<file path="config.mk">
export PLATFORM = sky130hd
export DESIGN_NAME = approx_mul_share_arbiter_flat
export DESIGN_NICKNAME = d
export VERILOG_FILES = /design/src/rtl/approx_mul_share_arbiter_if.sv /design/src/rtl/approx_mul_share_arbiter.sv /design/src/flat_wrapper.sv
export SDC_FILE = /design/constraint.sdc
export NUM_CORES = 1
export LEC_CHECK = 0
export BUFFER_PORTS_ARGS = -buffer_cell sky130_fd_sc_hd__clkbuf_2
export CAP_MARGIN = 20
export CORE_UTILIZATION = 46
export DETAILED_ROUTE_END_ITERATION = 6
export HOLD_SLACK_MARGIN = 0.15
export PLACE_DENSITY = 0.81
export SYNTH_ARGS = -nofsm -noshare
export SYNTH_HDL_FRONTEND = slang
export SYNTH_SLANG_ARGS = --single-unit
export TNS_END_PERCENT = 100
</file>
<file path="constraint.sdc">
create_clock -name clk -period 2.8 [get_ports clk]
set_input_delay 0.14 -clock clk [delete_from_list [all_inputs] [get_ports clk]]
set_output_delay 0.14 -clock clk [all_outputs]
set_load 0.05 [all_outputs]
</file>
<file path="src/rtl/approx_mul_share_arbiter_if.sv">
// Requester, multiplier-core and result-side signals of the shared multiplier arbiter.
// The slave modport is the arbiter; the master modport is the requesters, core and consumer together.
interface approx_mul_share_arbiter_if #(
  parameter int NREQ = 4,
  parameter int IDW  = 2
);
  logic [NREQ-1:0]   req_valid;
  logic [8*NREQ-1:0] req_x;
  logic [8*NREQ-1:0] req_y;
  logic [NREQ-1:0]   req_ready;
  logic [7:0]        mul_x;
  logic [7:0]        mul_y;
  logic [15:0]       mul_z;
  logic              res_valid;
  logic              res_ready;
  logic [15:0]       res_z;
  logic [IDW-1:0]    res_id;
  logic [15:0]       issue_cnt;

  modport master (
    output req_valid, req_x, req_y, mul_z, res_ready,
    input  req_ready, mul_x, mul_y, res_valid, res_z, res_id, issue_cnt
  );

  modport slave (
    input  req_valid, req_x, req_y, mul_z, res_ready,
    output req_ready, mul_x, mul_y, res_valid, res_z, res_id, issue_cnt
  );
endinterface

</file>
<file path="src/rtl/approx_mul_share_arbiter.sv">
// Round-robin share of one external 8x8 multiplier core: stage A registers operands, stage B the product.
// Accept-to-result latency 2 edges, 1 result/cycle; res_ready low stalls B, A absorbs one more then blocks.
module approx_mul_share_arbiter #(
  parameter int NREQ = 4,
  parameter int IDW  = 2
) (
  input logic clk,
  input logic rst,
  approx_mul_share_arbiter_if.slave bus
);
  logic           a_valid;
  logic [IDW-1:0] a_id;
  logic [IDW-1:0] ptr;
  logic           b_load;
  logic           a_adv;
  logic           gnt_found;
  logic [IDW-1:0] gnt_id;
  logic [IDW-1:0] cand;
  logic [7:0]     sel_x;
  logic [7:0]     sel_y;
  logic [NREQ-1:0] ready;
  logic           xfer;
  logic [IDW-1:0] ptr_nxt;
  int             idx;

  assign b_load = !bus.res_valid || bus.res_ready;
  assign a_adv  = !a_valid || b_load;

  // Scan ptr, ptr+1, ... wrapping at NREQ; first valid requester wins.
  always_comb begin
    gnt_found = 1'b0;
    gnt_id    = '0;
    cand      = '0;
    idx       = 0;
    for (int k = 0; k < NREQ; k++) begin
      idx = int'(ptr) + k;
      if (idx >= NREQ) idx = idx - NREQ;
      cand = IDW'(idx);
      if (!gnt_found && bus.req_valid[cand]) begin
        gnt_found = 1'b1;
        gnt_id    = cand;
      end
    end
  end

  always_comb begin
    sel_x = '0;
    sel_y = '0;
    ready = '0;
    for (int i = 0; i < NREQ; i++) begin
      if (gnt_id == IDW'(i)) begin
        sel_x    = bus.req_x[i*8 +: 8];
        sel_y    = bus.req_y[i*8 +: 8];
        ready[i] = !rst && a_adv && gnt_found;
      end
    end
  end

  assign bus.req_ready = ready;
  assign xfer          = |(bus.req_valid & ready);
  assign ptr_nxt       = (gnt_id == IDW'(NREQ - 1)) ? '0 : gnt_id + 1'b1;

  always_ff @(posedge clk) begin
    if (rst) begin
      a_valid       <= 1'b0;
      a_id          <= '0;
      ptr           <= '0;
      bus.mul_x     <= '0;
      bus.mul_y     <= '0;
      bus.res_valid <= 1'b0;
      bus.res_z     <= '0;
      bus.res_id    <= '0;
      bus.issue_cnt <= '0;
    end else begin
      if (b_load) begin
        bus.res_valid <= a_valid;
        // Only a live stage-A entry is allowed to sample the core output.
        if (a_valid) begin
          bus.res_z  <= bus.mul_z;
          bus.res_id <= a_id;
        end
      end
      if (a_adv) begin
        a_valid <= xfer;
        if (xfer) begin
          bus.mul_x     <= sel_x;
          bus.mul_y     <= sel_y;
          a_id          <= gnt_id;
          ptr           <= ptr_nxt;
          bus.issue_cnt <= bus.issue_cnt + 16'd1;
        end
      end
    end
  end
endmodule
</file>
<file path="src/flat_wrapper.sv">
// flat-port wrapper written by rule: the top's interface ports become plain ports
module approx_mul_share_arbiter_flat 
#(
  parameter int NREQ = 4,
  parameter int IDW  = 2
)
  (clk, rst, bus_req_valid, bus_req_x, bus_req_y, bus_mul_z, bus_res_ready, bus_req_ready, bus_mul_x, bus_mul_y, bus_res_valid, bus_res_z, bus_res_id, bus_issue_cnt);
  approx_mul_share_arbiter_if #(.NREQ(NREQ), .IDW(IDW)) bus_i ();
  input logic clk;
  input logic rst;
  input wire logic [$bits(bus_i.req_valid)-1:0] bus_req_valid;
  input wire logic [$bits(bus_i.req_x)-1:0] bus_req_x;
  input wire logic [$bits(bus_i.req_y)-1:0] bus_req_y;
  input wire logic [$bits(bus_i.mul_z)-1:0] bus_mul_z;
  input wire logic [$bits(bus_i.res_ready)-1:0] bus_res_ready;
  output wire logic [$bits(bus_i.req_ready)-1:0] bus_req_ready;
  output wire logic [$bits(bus_i.mul_x)-1:0] bus_mul_x;
  output wire logic [$bits(bus_i.mul_y)-1:0] bus_mul_y;
  output wire logic [$bits(bus_i.res_valid)-1:0] bus_res_valid;
  output wire logic [$bits(bus_i.res_z)-1:0] bus_res_z;
  output wire logic [$bits(bus_i.res_id)-1:0] bus_res_id;
  output wire logic [$bits(bus_i.issue_cnt)-1:0] bus_issue_cnt;
  assign bus_i.req_valid = bus_req_valid;
  assign bus_i.req_x = bus_req_x;
  assign bus_i.req_y = bus_req_y;
  assign bus_i.mul_z = bus_mul_z;
  assign bus_i.res_ready = bus_res_ready;
  assign bus_req_ready = bus_i.req_ready;
  assign bus_mul_x = bus_i.mul_x;
  assign bus_mul_y = bus_i.mul_y;
  assign bus_res_valid = bus_i.res_valid;
  assign bus_res_z = bus_i.res_z;
  assign bus_res_id = bus_i.res_id;
  assign bus_issue_cnt = bus_i.issue_cnt;
  approx_mul_share_arbiter #(.NREQ(NREQ), .IDW(IDW)) u_core (.clk(clk), .rst(rst), .bus(bus_i));
endmodule
</file>
* Yosys cells after proc, flatten, opt, wreduce, memory -nomap -nowiden
Index checks and enable logic that the tools add are counted.
** Word-level totals
- Register bits :: 56
- Input port bits :: 87
- Output and inout port bits :: 55
- Word-level logic and storage cells :: 80
** Cells by class
- Add/sub/neg operators :: 9
- $lt $le $gt $ge :: 8
- Eq/ne operators :: 3
- Mux-type cells :: 33
- Bitwise gates (word level) :: 1
- Reduce and logical (&&, ||, !) cells :: 17
** Operators by type and width (count)
- $mux 8 :: 8
- $mux 2 :: 9
- $add 16x1->16 const B :: 1
- $lt 2x3->1 const B :: 4
- $mux 1 :: 12
- $ge 3x3->1 const B :: 3
- $bmux 1 s2 :: 4
- $sub 2x1->2 const B :: 4
- $add 2x2->3 const B :: 2
- $logic_not 1->1 :: 6
- $logic_and 1x1->1 :: 5
- $and 4x4->4 :: 1
- $eq 2x2->1 const B :: 2
- $reduce_and 2->1 :: 2
- $reduce_or 4->1 :: 1
- $add 2x1->3 const B :: 1
- $ge 2x3->1 const B :: 1
- $add 2x1->2 const B :: 1
- $eq 2x1->1 const B :: 1
- $logic_not 2->1 :: 1
- $logic_or 1x1->1 :: 2

* Logic depth before layout (Yosys ltp)
Gate-level depths: netlist of run 1.
- Depth after elaboration :: 19
- Mapped depth :: 13
- Gate-level depth less buffers :: 10

* Worst setup path after synthesis of run 1
OpenSTA, ideal clock, no wires.
- Kind :: register to register
- Start :: reg u_core.ptr[1]
- End :: reg u_core.ptr[0]
- Library setup time :: 130 ps
- Arrival time :: 2185 ps
- Data required time :: 2670 ps
- Slack :: 485 ps
- Stages on the path, launching flop included :: 14
- Buffers on the path :: 3
- Clock period less this slack :: 2315 ps
- Cells stage by stage :: dfxtp_1 -> a21oi_1 -> nor3b_1 -> nor3_1 -> inv_1 -> ha_1 -> buf_4 -> a22oi_2 -> nand2_1 -> and2_1 -> buf_4 -> buf_6 -> nor2_2 -> nor3b_2
** On the way
- Longest elaborated chain between the ends :: 19
- Elaborated cells between the ends (all ways) :: 51
- Those cells by class :: 8 x add/sub; 4 x order compare; 3 x eq/ne; 25 x mux; 1 x bitwise; 10 x reduce/logical
** Ends and longest elaborated chain
- from (decl) :: RTL line approx_mul_share_arbiter.sv:13 : logic [IDW-1:0] ptr;
- from (signal assigned) :: RTL line approx_mul_share_arbiter.sv:89 : ptr <= ptr_nxt;
- branches (longest 13 deep; another with $add 2x1->3)
- $mux 2 (*) :: RTL line approx_mul_share_arbiter.sv:39 : if (!gnt_found && bus.req_valid[cand]) begin
- named net u_core.gnt_id[1] :: RTL line approx_mul_share_arbiter.sv:17 : logic [IDW-1:0] gnt_id;
- $eq 2x1->1 (tied with other cells) :: RTL line approx_mul_share_arbiter.sv:51 : if (gnt_id == IDW'(i)) begin
- $mux 1 :: RTL line approx_mul_share_arbiter.sv:51
- $and 4x4->4 :: RTL line approx_mul_share_arbiter.sv:60 : assign xfer = |(bus.req_valid & ready);
- $reduce_or 4->1 :: RTL line approx_mul_share_arbiter.sv:60
- $reduce_and 2->1 (no source line)
Mark *: on every way through the listed nets, which the timed path passes. The select of a mux whose other input is x is not followed.
A chain may end at the register's enable or synchronous reset.

* Worst setup path in the final report of run 1
Ends and elaborated chain as after synthesis.

==> flow_summary.json, run 1 <==
{
  "arrival_ps": 2830,
  "syn_area_per_cell_um2": 8.09,
  "fin_crit_sh_pct": 92.4,
  "holdWs_ps": 162,
  "viasPerCell": 5.32,
  "r2r_setup_slack_ps": 210,
  "drive_above_1_share_pct": 33.9,
  "gp_congestion": 0.970,
  "synth.top_cell.area_share_pct": 39.9,
  "synth-seq-area-share_pct": 39.9,
  "synth_nets": 439,
  "clock_skew_ps": 4.59,
  "finalSetupViolCount": 0,
  "drc": 0,
  "synth_xor_xnor_area_share_pct": 4.37,
  "grt_pass1_wl_um": 12600,
  "status": "complete, no violations",
  "multi_input_area_um2": 1470,
  "antenna_found_initial": 0,
  "diodes": 0,
  "synthAdderAreaFrac_pct": 2.23,
  "path_class": "flip-flop to flip-flop",
  "regArea_um2": 1120,
  "synth_top_family_by_area": "simple AND/OR/NAND/NOR gates",
  "p_per_area_nw_per_um2": 545,
  "vias": 3020,
  "ir_worst_vdd_v": 0.000327,
  "cap_violations": 0,
  "synth-simple-area-share_pct": 23.9,
  "hold_class": "input port to flip-flop",
  "drtIter0Drc": 114,
  "crit_buf_inv": 1,
  "port_buffers": 141,
  "die_w_um": 80.1,
  "min_period_ps": 2590,
  "cp_common_cell": "nand2_1",
  "synth_top_area_cell": "dfxtp_1",
  "drt.antenna.violating_nets": 0,
  "numCtsBuffers": 5,
  "cp_top_family": "simple AND/OR/NAND/NOR gates",
  "first_global_vias": 2784,
  "rows": 28,
  "fin_ws_ps": 214,
  "grt_max_degree": 58,
  "ys_warn_count": 0,
  "worstMarginPinSlew_ps": 676,
  "drv_slew": 0,
  "slowest_delay_ps": 410,
  "ys_seq_elements": 56,
  "path_cells": "a21oi_1, nor3b_1, nor3_2, inv_1, ha_1, a22oi_2, nand2_1, and2_2, nand2_1, nor3b_2",
  "firstDrtPassIters": 4,
  "ios": 142,
  "grt-ovfl-total": 0,
  "wl_per_cell_um": 14.3,
  "p_leak_uw": 0.00178,
  "fmax_mhz": 387,
  "cts_sinks": 56,
  "clk_pin_slew_ps": 100,
  "insertion_delay_ps": 310,
  "syn_area_um2": 2810,
  "fillerInstances": 512,
  "cp.required_ps": 3050,
  "die_y_um": 80.1,
  "rsz0062_at_grt": "false",
  "postRouteWirelength_um": 8120,
  "syn2layout_area_growth_pct": 35.0,
  "cts_root_buffer": "clkbuf_8",
  "cp_slowest_cell": "and2_2",
  "synthTopCellsByArea": "dfxtp_1 (40%), a21oi_1 (7.7%), nand2_1 (6.8%)",
  "cts_buffer_depth": 2,
  "crit_fanout": 22,
  "detailedPlace.worstSlack_ps": -88.0,
  "start_util_pct": 47.4,
  "hpwl_um": 5570,
  "worstSetupEndpointType": "flip-flop",
  "nets": 584,
  "muxShareOfSynthArea_pct": 0.356,
  "grt.total_usage_pct": 25.0,
  "core-area_um2": 5920,
  "htree_levels": 2,
  "synth-compound-area-share_pct": 21.3,
  "die_area_um2": 6420,
  "hold_viol": 0,
  "synth.distinct_cells": 39,
  "worstSetupStartpointType": "flip-flop",
  "synth_cells": 347,
  "slew_headroom_pct": 54.8,
  "cts_tree": "yes"
}
## layout by cell type (no fill, tap or decap), types with 2 or more instances in the layout
master	netlist	routed
a21oi_1	43	43
a221o_1	16	16
a221oi_1	16	16
and2_1	6	5
and3_1	3	3
and4_1	2	2
buf_4	2	7
clkbuf_2	1	141
clkbuf_8	0	5
dfxtp_1	56	56
dlygate4sd3_1	0	17
ha_1	5	5
inv_1	22	22
nand2_1	51	51
nand2b_1	3	3
nand3_1	8	8
nand4_1	6	6
nor2_1	34	34
nor3_1	18	17
nor3b_1	2	2
xor2_1	13	13
## power by group
part | leakage (uW) | internal (uW) | total, uW | switching (uW)
logic | 0.00128 | 247 | 720 | 473
registers | 0.000455 | 852 | 888 | 35.3
clock network | 0.0000485 | 180 | 460 | 279
total | 0.00178 | 1280 | 2070 | 788
## state kept, by name, summed over array words and instances, names as in the netlist
register,count
u_core.bus.res_z,16
u_core.bus.issue_cnt,16
u_core.a_id,2
u_core.bus.mul_y,8
u_core.bus.mul_x,8
u_core.ptr,2
u_core.a_valid,1
u_core.bus.res_id,2
u_core.bus.res_valid,1
## metal layers
layer	share of wire [%]	up-vias	track usage, %
met2	49	110	44.3
met3	7.1	13	5.68
met1	43	1399	29.6
li1	-	1498	-
met4	1.4	0	8.39
met5	0	-	0
## per-stage QoR
| step | util [%] | power [uW] | std cells | cell area, um2 | setup TNS (ps) |
|---|---|---|---|---|---|
| CTS | 63.9 | 2080 | 568 | 3790 | 0 |
| floorplan | - | 1420 | 347 | 2810 | 0 |
| global placement | 59.5 | 1590 | 543 | 3520 | 0 |
| finish | 64.0 | 2070 | 568 | 3790 | 0 |
| global route | 64.0 | 2170 | 568 | 3790 | 0 |
| detailed placement | 59.5 | 1600 | 543 | 3520 | -800 |
## worst reg2reg max path, delay by kind of cell (launching register included)
kind | cells | cell delay (ps)
AO/OA/AOI/OAI | 2 | 480
buffers and inverters | 1 | 110
flip-flops | 1 | 360
AND/OR/NAND/NOR | 6 | 1350
adder cells (fa/ha/maj) | 1 | 220
## cells by family after synthesis
group,Yosys count
AOI/OAI and AO/OA,81
xor gates and xnor gates,14
adders and majority gates,5
buffers and inverters,49
DFF,56
muxes,1
and+or+nand+nor,141
## Yosys cell counts
cell type,count
a22oi_4,1
nor2b_1,1
inv_1,22
dfxtp_1,56
nor4_2,1
xnor2_1,1
and4_1,2
mux2i_1,1
a21oi_1,43
buf_4,2
ha_1,5
or2_2,1
clkbuf_1,13
nor3b_1,2
nor3b_2,1
nand3_1,8
nor3_1,18
buf_6,3
nand2b_1,3
a2111oi_4,1
a221oi_1,16
and3b_1,1
clkbuf_2,1
nor2_1,34
a211o_1,1
a211oi_1,1
or2b_1,1
nor3_4,1
nand2_1,51
and2_1,6
and3_1,3
o22ai_1,1
buf_1,2
nor2_2,1
xor2_1,13
nand4_1,6
buf_2,6
a22oi_2,1
a221o_1,16
## timing repair
action                     in CTS  in global routing
hold endpoints to repair       17                  0
hold buffers                   17                  0
resized for setup               2                  1
setup endpoints to repair      21                 20
buffers inserted                0                  0
## area by class of cell
cell class	count	area share (%)
multi-input combinational	242	38.9
clock buffer	5	1.82
inverter	22	2.18
sequential	56	29.6
clock inverter	3	0.594
tap	75	2.48
timing repair buffer	165	24.5
## path summary, 6_finish.rpt
kind,startpoint,endpoint,cells past startpoint
max,u_core.ptr[1],u_core.ptr[0],10
min,bus_res_ready,u_core.bus.res_valid,3
max reg2reg,u_core.ptr[1],u_core.ptr[0],10
min reg2reg,u_core.bus.res_z[11],u_core.bus.res_z[11],2
Note: power is estimated with default switching activity, not from simulation.
==> run 2: changes to the inputs <==
- CORE_MARGIN: not set -> 2
- RECOVER_POWER: not set -> 25
==> flow_summary.json, run 2 (synthesized netlist as in run 1, its figures left out) <==
{
  "nets": 582,
  "place_area_um2": 3510,
  "top_regs": "u_core.bus.issue_cnt x16, u_core.bus.res_z x16",
  "fin_crit_sh_pct": 92.5,
  "start_util_pct": 47.4,
  "endpoint": "u_core.ptr[0]",
  "utilization_pct": 63.5,
  "drc": 0,
  "wl_per_cell_um": 14.7,
  "p_leak_uw": 0.00169,
  "htree_levels": 2,
  "drv_slew": 0,
  "diodes": 0,
  "first_global_vias": 2873,
  "cts_buffer_depth": 2,
  "drive_above_1_share_pct": 28.3,
  "viasPerCell": 5.30,
  "hold_class": "input port to flip-flop",
  "fmax_mhz": 386,
  "reg2reg_depth": 10,
  "post-route-cell-area_um2": 3760,
  "cp_top_family": "simple AND/OR/NAND/NOR gates",
  "r2r_start": "u_core.ptr[0]",
  "grt-busiest-layer": "met2",
  "numCtsBuffers": 5,
  "grt_pass1_wl_um": 13100,
  "core-area_um2": 5920,
  "ir_worst_vdd_v": 0.000346,
  "clock_skew_ps": 2.52,
  "met3_usage_pct": 6.63,
  "fillerInstances": 539,
  "syn2layout_area_growth_pct": 33.8,
  "cts_root_buffer": "clkbuf_8",
  "crit_fanout": 22,
  "grtUsageMet2_pct": 43.7,
  "worstSetupEndpointType": "flip-flop",
  "final_common_cell": "clkbuf_2",
  "regToRegEndpoint": "u_core.ptr[0]",
  "slowest_delay_ps": 480,
  "use_met1_pct": 29.4,
  "post-cts-setup-buffer-count": 0,
  "r2r_setup_slack_ps": 210,
  "cts_sinks": 56,
  "drtIter0Drc": 87,
  "antenna_found_initial": 0,
  "firstDrtPassIters": 5,
  "finalSetupViolCount": 0,
  "worstSetupStartpointType": "flip-flop",
  "grt.total_usage_pct": 24.9,
  "rows": 28,
  "vias": 2999,
  "rsz0062_at_grt": "false",
  "grt_max_degree": 58,
  "p_per_area_nw_per_um2": 570,
  "cp.required_ps": 2970,
  "drt.antenna.violating_nets": 0,
  "worstMarginPinSlew_ps": 1180,
  "cts_tree": "yes",
  "grt-ovfl-total": 0,
  "die_y_um": 82.1,
  "arrival_ps": 2760,
  "path_cells": "or2b_1, a21oi_1, a211o_1, inv_1, ha_1, a22oi_2, nand2_1, and2_2, nand2_1, nor3b_2",
  "crit_buf_inv": 1,
  "die_area_um2": 6750,
  "port_buffers": 141,
  "cp_common_cell": "nand2_1",
  "gp_congestion": 0.938,
  "multi_input_area_um2": 1470,
  "path_class": "flip-flop to flip-flop",
  "hpwl_um": 5670,
  "regArea_um2": 1120,
  "hold_viol": 0,
  "clk_pin_slew_ps": 100,
  "slew_headroom_pct": 21.0,
  "ios": 142,
  "die_w_um": 82.1,
  "insertion_delay_ps": 320,
  "setup.worst_path.start": "u_core.ptr[0]",
  "status": "complete, no violations",
  "cp.depth": 10,
  "postRouteWirelength_um": 8290,
  "cp_slowest_cell": "and2_2",
  "final_cell_mix": "clkbuf_2 (116), dfxtp_1 (56), nand2_1 (51), a21oi_1 (43), nor2_1 (34)",
  "cap_violations": 0,
  "min_period_ps": 2590
}
run 2: cell count changes in the layout (fill, tap and decap cells not counted), sizes merged:
cell,previous run,this run
dlygate4sd3,17,16
clkbuf,146,148
buf,7,5
clkinv,2,0
bufinv,0,1
run 2: repair_timing:
item | CTS | global route
hold endpoints to repair | 16 | 0
resized for setup | 2 | 1
endpoints found under the setup margin | 17 | 22
hold buffers | 16 | 0
gates cloned | 0 | 0
run 2: report_power, final:
part / internal [uW] / switching [uW]
clock network: 271 / 275
logic: 235 / 471
registers: 853 / 37.1
run 2: area by class of cell:
type / count / share of cell area [%]
Clock buffer: 6 / 1.93
Clock inverter: 2 / 1.03
Inverter: 22 / 2.20
Multi-Input combinational cell: 242 / 39.2
Sequential cell: 56 / 29.8
Tap cell: 75 / 2.50
Timing Repair Buffer: 163 / 23.3
run 2: how the worst min path moves through the flow:
stage / start / endpoint / slack, ps / depth (start not counted)
final: bus_res_ready / u_core.bus.res_valid / 150 / 3
after global routing: bus_req_y[28] / u_core.bus.mul_y[4] / 170 / 3
after CTS: bus_res_ready / u_core.bus.res_valid / 150 / 3
after detailed placement: bus_mul_z[12] / u_core.bus.res_z[12] / 370 / 3
after global placement: bus_mul_z[15] / u_core.bus.res_z[15] / 360 / 3
after floorplan: bus_mul_z[0] / u_core.bus.res_z[0] / 280 / 2
run 2: layer usage:
layer  up-vias  share of wire (%)
li1       1497                  -
met1      1379                 42
met2       103                 49
met3        20                6.5
met4         0                2.1
met5         -                  0
run 2: worst min-delay path, delay by kind of cell:
family | cells | cell delay (ps)
buffers and inverters | 1 | 80
AND/OR/NAND/NOR | 1 | 140
AO/OA/AOI/OAI | 1 | 70
run 2: per-stage QoR:
stage	total power, uW	hold slack, ps	std cells	setup slack [ps]	setup TNS (ps)
floorplan	1420	276	347	485	0
global placement	1580	365	542	85.2	0
detailed placement	1590	370	542	-39.2	-290
CTS	2150	153	566	156	0
global route	2260	166	566	49.6	0
finish	2140	154	566	209	0
